$ cat src/rtl/exp_pkg.sv
// exp_pkg: shared definitions for the softmax-denominator accumulator.
//   bf16_t          : raw bfloat16 bit pattern
//   BF16_* constants: bias, special exponent and special encodings
//   state_e         : control FSM states of exp_sum_acc
package exp_pkg;

    typedef logic [15:0] bf16_t;

    localparam int    BF16_BIAS       = 127;
    localparam int    BF16_EXP_MAX    = 255;
    localparam int    BF16_MANT_W     = 7;
    localparam bf16_t BF16_MAX_FINITE = 16'h7F7F;
    localparam bf16_t BF16_ZERO       = 16'h0000;

    typedef enum logic [1:0] {
        ACCUM  = 2'd0,
        DRAIN  = 2'd1,
        NORM   = 2'd2,
        OUTPUT = 2'd3
    } state_e;

endpackage

$ cat src/rtl/fixed_to_bf16.sv
// fixed_to_bf16: combinational conversion of an unsigned fixed-point value
// (FRAC fractional bits) into a non-negative bf16, rounding toward zero.
//   val_i : unsigned fixed-point magnitude
//   sat_i : value is known to be out of range; forces the largest finite bf16
//   bf_o  : packed bf16 result
module fixed_to_bf16
    import exp_pkg::*;
#(
    parameter int W    = 64,
    parameter int FRAC = 16
) (
    input  logic [W-1:0] val_i,
    input  logic         sat_i,
    output bf16_t        bf_o
);

    int                     lead;
    logic [BF16_MANT_W-1:0] mant;

    always_comb begin
        lead = 0;
        mant = '0;
        bf_o = BF16_ZERO;

        // Highest set bit wins because later iterations overwrite earlier ones.
        for (int i = 0; i < W; i++) begin
            if (val_i[i]) begin
                lead = i;
            end
        end

        // Align so the 7 bits directly below the leading one land in mant;
        // the cast drops the leading one and everything below the mantissa.
        if (lead >= BF16_MANT_W) begin
            mant = BF16_MANT_W'(val_i >> (lead - BF16_MANT_W));
        end else begin
            mant = BF16_MANT_W'(val_i << (BF16_MANT_W - lead));
        end

        if (sat_i) begin
            bf_o = BF16_MAX_FINITE;
        end else if (val_i != '0) begin
            bf_o = {1'b0, 8'(BF16_BIAS + lead - FRAC), mant};
        end
    end

endmodule

$ cat src/rtl/exp_sum_acc.sv
// exp_sum_acc: streaming accumulator for the softmax denominator.
// Sums a last-delimited vector of non-negative bf16 exp values in a wide
// unsigned fixed-point register and emits one bf16 sum plus beat count.
//   clk, rst_n           : clock, asynchronous active-low reset
//   in_valid/in_ready    : input beat handshake
//   in_data, in_last     : bf16 exp value, final beat of the vector
//   out_valid/out_ready  : result handshake
//   out_sum, out_count   : bf16 vector sum, number of beats in the vector
module exp_sum_acc
    import exp_pkg::*;
#(
    parameter int ACC_INT  = 48,
    parameter int ACC_FRAC = 16,
    parameter int CNT_W    = 16
) (
    input  logic             clk,
    input  logic             rst_n,
    input  logic             in_valid,
    output logic             in_ready,
    input  logic [15:0]      in_data,
    input  logic             in_last,
    output logic             out_valid,
    input  logic             out_ready,
    output logic [15:0]      out_sum,
    output logic [CNT_W-1:0] out_count
);

    localparam int ACC_W   = ACC_INT + ACC_FRAC;
    // Left shift that places {1,mant} (value 1.m * 2^7) onto the fixed-point grid.
    localparam int SH_OFF  = BF16_BIAS + BF16_MANT_W - ACC_FRAC;
    // Smallest biased exponent whose value reaches 2^ACC_INT.
    localparam int SAT_EXP = BF16_BIAS + ACC_INT;

    state_e             state_q, state_d;
    logic               in_fire, out_fire;

    logic [7:0]         b_exp;
    logic [ACC_W-1:0]   mant_ext;
    logic [ACC_W-1:0]   conv_val;
    logic               conv_sat;
    int                 shamt;

    logic               s1_vld_q;
    logic               s1_sat_q;
    logic [ACC_W-1:0]   s1_val_q;

    logic [ACC_W:0]     acc_sum;
    logic [ACC_W-1:0]   acc_q, acc_d;
    logic               sat_q, sat_d;
    logic [CNT_W-1:0]   cnt_q, cnt_d;

    bf16_t              norm_bf;
    logic               out_valid_q, out_valid_d;
    logic [15:0]        out_sum_q, out_sum_d;
    logic [CNT_W-1:0]   out_count_q, out_count_d;

    assign in_ready  = (state_q == ACCUM);
    assign in_fire   = in_valid && in_ready;
    assign out_fire  = out_valid_q && out_ready;
    assign out_valid = out_valid_q;
    assign out_sum   = out_sum_q;
    assign out_count = out_count_q;

    // ---- Stage 1: bf16 -> unsigned fixed point ----
    always_comb begin
        b_exp    = in_data[14:7];
        mant_ext = ACC_W'({1'b1, in_data[6:0]});
        shamt    = int'(b_exp) - SH_OFF;
        conv_val = '0;
        conv_sat = 1'b0;
        // Negative, zero and denormal inputs contribute nothing.
        if (!in_data[15] && b_exp != 8'd0) begin
            if (b_exp == 8'(BF16_EXP_MAX) || int'(b_exp) >= SAT_EXP) begin
                conv_sat = 1'b1;
            end else if (shamt >= 0) begin
                conv_val = mant_ext << shamt;
            end else begin
                // Right shift truncates below 2^-ACC_FRAC; tiny values become 0.
                conv_val = mant_ext >> (-shamt);
            end
        end
    end

    always_ff @(posedge clk or negedge rst_n) begin
        if (!rst_n) begin
            s1_vld_q <= 1'b0;
            s1_sat_q <= 1'b0;
        end else begin
            s1_vld_q <= in_fire;
            s1_sat_q <= in_fire && conv_sat;
        end
    end

    // Data register is qualified by s1_vld_q, so it needs no reset.
    always_ff @(posedge clk) begin
        if (in_fire) begin
            s1_val_q <= conv_val;
        end
    end

    // ---- Stage 2: accumulate, count, control ----
    assign acc_sum = {1'b0, acc_q} + {1'b0, s1_val_q};

    always_comb begin
        state_d     = state_q;
        acc_d       = acc_q;
        sat_d       = sat_q;
        cnt_d       = cnt_q;
        out_valid_d = out_valid_q;
        out_sum_d   = out_sum_q;
        out_count_d = out_count_q;

        if (s1_vld_q) begin
            acc_d = acc_sum[ACC_W-1:0];
            sat_d = sat_q | s1_sat_q | acc_sum[ACC_W];
        end

        if (in_fire && cnt_q != '1) begin
            cnt_d = cnt_q + 1'b1;
        end

        case (state_q)
            ACCUM: begin
                if (in_fire && in_last) begin
                    state_d = DRAIN;
                end
            end
            DRAIN: begin
                // Leave only once the last beat has left stage 1 into acc.
                if (!s1_vld_q) begin
                    state_d = NORM;
                end
            end
            NORM: begin
                out_valid_d = 1'b1;
                out_sum_d   = norm_bf;
                out_count_d = cnt_q;
                state_d     = OUTPUT;
            end
            OUTPUT: begin
                if (out_fire) begin
                    out_valid_d = 1'b0;
                    acc_d       = '0;
                    sat_d       = 1'b0;
                    cnt_d       = '0;
                    state_d     = ACCUM;
                end
            end
            default: begin
                state_d = ACCUM;
            end
        endcase
    end

    // ---- Stage 3: fixed -> bf16 result register ----
    fixed_to_bf16 #(
        .W    (ACC_W),
        .FRAC (ACC_FRAC)
    ) u_fixed_to_bf16 (
        .val_i (acc_q),
        .sat_i (sat_q),
        .bf_o  (norm_bf)
    );

    always_ff @(posedge clk or negedge rst_n) begin
        if (!rst_n) begin
            state_q     <= ACCUM;
            acc_q       <= '0;
            sat_q       <= 1'b0;
            cnt_q       <= '0;
            out_valid_q <= 1'b0;
            out_sum_q   <= BF16_ZERO;
            out_count_q <= '0;
        end else begin
            state_q     <= state_d;
            acc_q       <= acc_d;
            sat_q       <= sat_d;
            cnt_q       <= cnt_d;
            out_valid_q <= out_valid_d;
            out_sum_q   <= out_sum_d;
            out_count_q <= out_count_d;
        end
    end

endmodule
$ cat config.mk
export PLATFORM = sky130hd
export DESIGN_NAME = exp_sum_acc
export DESIGN_NICKNAME = d
export VERILOG_FILES = /design/src/rtl/exp_pkg.sv /design/src/rtl/fixed_to_bf16.sv /design/src/rtl/exp_sum_acc.sv
export SDC_FILE = /design/constraint.sdc
export NUM_CORES = 1
export LEC_CHECK = 0
export ABC_CLOCK_PERIOD_IN_PS = 7900
export BUFFER_PORTS_ARGS = -buffer_cell sky130_fd_sc_hd__buf_2
export CORE_MARGIN = 3
export CORE_UTILIZATION = 50
export CTS_CLUSTER_DIAMETER = 50
export DETAILED_ROUTE_END_ITERATION = 8
export GPL_ROUTABILITY_DRIVEN = 1
export PLACE_DENSITY = 0.64
export SLEW_MARGIN = 20
export SYNTH_ARGS = -nofsm -noshare
export SYNTH_HDL_FRONTEND = slang
export SYNTH_HIERARCHICAL = 1
export SYNTH_SLANG_ARGS = --single-unit
$ cat constraint.sdc
create_clock -name clk -period 7.9 [get_ports clk]
set_clock_uncertainty 0.15 [all_clocks]
set_input_delay 0.79 -clock clk [delete_from_list [all_inputs] [get_ports clk]]
set_output_delay 0.79 -clock clk [all_outputs]
set_load 0.1 [all_outputs]
==> metrics.txt <==
Ys Warns=6; Cell Area, Synth=16300 um^2; Post-synth top flop=dfrtp_1; DR DRC count=0; number of synthesized flops with an enable pin=64; CTS resizes=0; Synth Area per Inst=8.81 um^2; status=finished clean; final wirelength=51600 um; Min-Delay Path Class=in -> async; Critical Path AT=6.24 ns; final-report setup violation count=0; postcts setup bufs=0; Max Fclk=167 MHz; IO Pins=55; flops & latches, synth=182; Initial Utilization=0.512; gr busiest metal=met2; final period utilization=0.758; max-slew violation count=0; Max Buffers Root-to-Sink=2; max-capacitance violation count=0; grt met2 use=0.466; Overflow after GRT=0; NumNets Final=1950; pin count of the biggest net entering global routing=75; Tot GR Track Use=0.294; # rows=65; Routed WL per cell=22.6 um; CP Launch Type=flip-flop; number of port buffers=54; most frequent cells in the layout=242 x nor2_1, 149 x nand2_1, 125 x a21oi_1; first-pass GRT wire length=81800 um; initial DRC count=1402; Worst-Skew Late Latency=0.46 ns; CTS tree=yes; GR Util met3=0.0492; most common cell after layout, fill and taps aside=nor2_1; Worst EP required=8.15 ns; unrepaired setup endpoints after global routing=false; Post-Place Cell Area=16800 um^2; Worst-path clk slew=0.08 ns; Post-DRT Antenna Nets=0; Max-slew headroom=0.326; vias in the first global route=14000; core area=31900 um^2; Num CTS Buffers=17; post-synthesis instance total=1853; full die area=34800 um^2; crit-path max FO=61; Setup TNS Final=0 ns; grt met1 use=0.417; Initial DRT Pass Iterations=6; vias per cell=6.45; initial antenna violation count=0; Die Wd=187 um; Final Wtd Congestion=0.991; fin area=17300 um^2; WS Path Type=reg -> reg; minimum clock period=5.99 ns; measured slew at the worst slew-check pin=0.998 ns; hold buffers post-CTS=0; Seq/Total Area, Yosys=0.299; clock sink total=182; Via Count=14700; share of layout cells above drive strength 1=0.121; Area Growth Syn to Fin=6.30%; asr flop ratio synth=0.648; DP HPWL=39400 um; Crit. End Element=flip-flop; H-tree depth=4; height of the die=187 um; Post-Syn Nets=1965; Root Driver=clkbuf_16; synth unique cells=98; Fin. Hold Viols=0; Inserted Diodes=0
[cell families after synthesis]
group	Yosys count	share of synthesized area
and+or+nand+nor	677	0.199
AOI/OAI and AO/OA	473	0.191
muxes	200	0.156
DFF	182	0.299
buffers and inverters	150	0.0411
adders and majority gates	91	0.0702
xor gates and xnor gates	79	0.0440
other	1	0.000230
[area by class of cell]
| class | count | area (um^2) |
|---|---|---|
| tap | 435 | 544 |
| clock buffer | 18 | 429 |
| fill | 3015 | 14500 |
| sequential | 182 | 4880 |
| clock inverter | 14 | 139 |
| multi-input combinational | 1521 | 10800 |
| timing repair buffer | 70 | 393 |
| inverter | 46 | 175 |
[synth_stat cells, drive strengths merged (35+ instances only)]
| master | n | share of area |
|---|---|---|
| inv | 45 | 0.011 |
| ha | 90 | 0.069 |
| mux2i | 115 | 0.071 |
| xnor2 | 52 | 0.029 |
| dfrtp | 118 | 0.18 |
| o21ai | 93 | 0.029 |
| nand2 | 150 | 0.035 |
| nor3 | 48 | 0.015 |
| mux4 | 39 | 0.054 |
| edfxtp | 64 | 0.12 |
| a21o | 39 | 0.018 |
| mux2 | 46 | 0.032 |
| clkbuf | 69 | 0.016 |
| buf | 35 | 0.014 |
| a21oi | 126 | 0.039 |
| nand3 | 56 | 0.017 |
| nor2 | 242 | 0.056 |
[worst paths after layout]
kind	from	to	slack, ns	depth (start not counted)
setup / recovery	acc_q[58]	out_sum[3]	1.91	18
setup reg to reg	acc_q[58]	out_sum[3]	1.91	18
hold / removal	rst_n	acc_q[6]	0.03	1
min in group clk	out_count[7]	out_count[7]	0.35	1
hold reg to reg	out_count[7]	out_count[7]	0.35	1
max in group asynchronous	rst_n	s1_vld_q	6.50	2
[critical path, stage by stage, from the launching register on]
cell and delay [ns]:
dfrtp_1 0.52, o21bai_1 0.25, o2111a_1 0.16, a221oi_1 0.53
o21a_2 0.40, buf_4 0.39, inv_4 0.40, o31a_1 0.50
inv_2 0.14, ha_1 0.15, nand2b_1 0.05, a221oi_1 0.66
nand2_1 0.27, nor2_1 0.35, o211ai_1 0.18, a2111oi_2 0.42
a2111oi_0 0.11, a21oi_1 0.13, mux2_2 0.15
[per-stage QoR]
step	std cells	util	hold slack, ns	setup WS (ns)
after floorplan	1853	-	0.344	2.89
after CTS	2286	0.544	0.0229	1.98
after global routing	2286	0.544	0.0259	1.43
final	2286	0.544	0.0325	1.91
after global placement	2254	0.526	0.333	2.11
after detailed placement	2254	0.526	0.341	2.03
[flip-flops by register name, summed over array words and instances, names as in the netlist]
register	count
s1_vld_q	1
s1_val_q	64
sat_q	1
s1_sat_q	1
cnt_q	16
state_q	2
out_count	16
acc_q	64
out_sum	16
out_valid	1
[per-layer routing]
metal  routed length [um]  up-vias  part of all wire
met5                    0        -                 0
met4                 1340        0             0.026
met3                 3130       70             0.061
met2                23600      526              0.46
met1                23600     7221              0.46
li1                     -     6923                 -
Power is not shown: default switching activity piles up to over one toggle a cycle in this logic, so the estimate is an artifact.
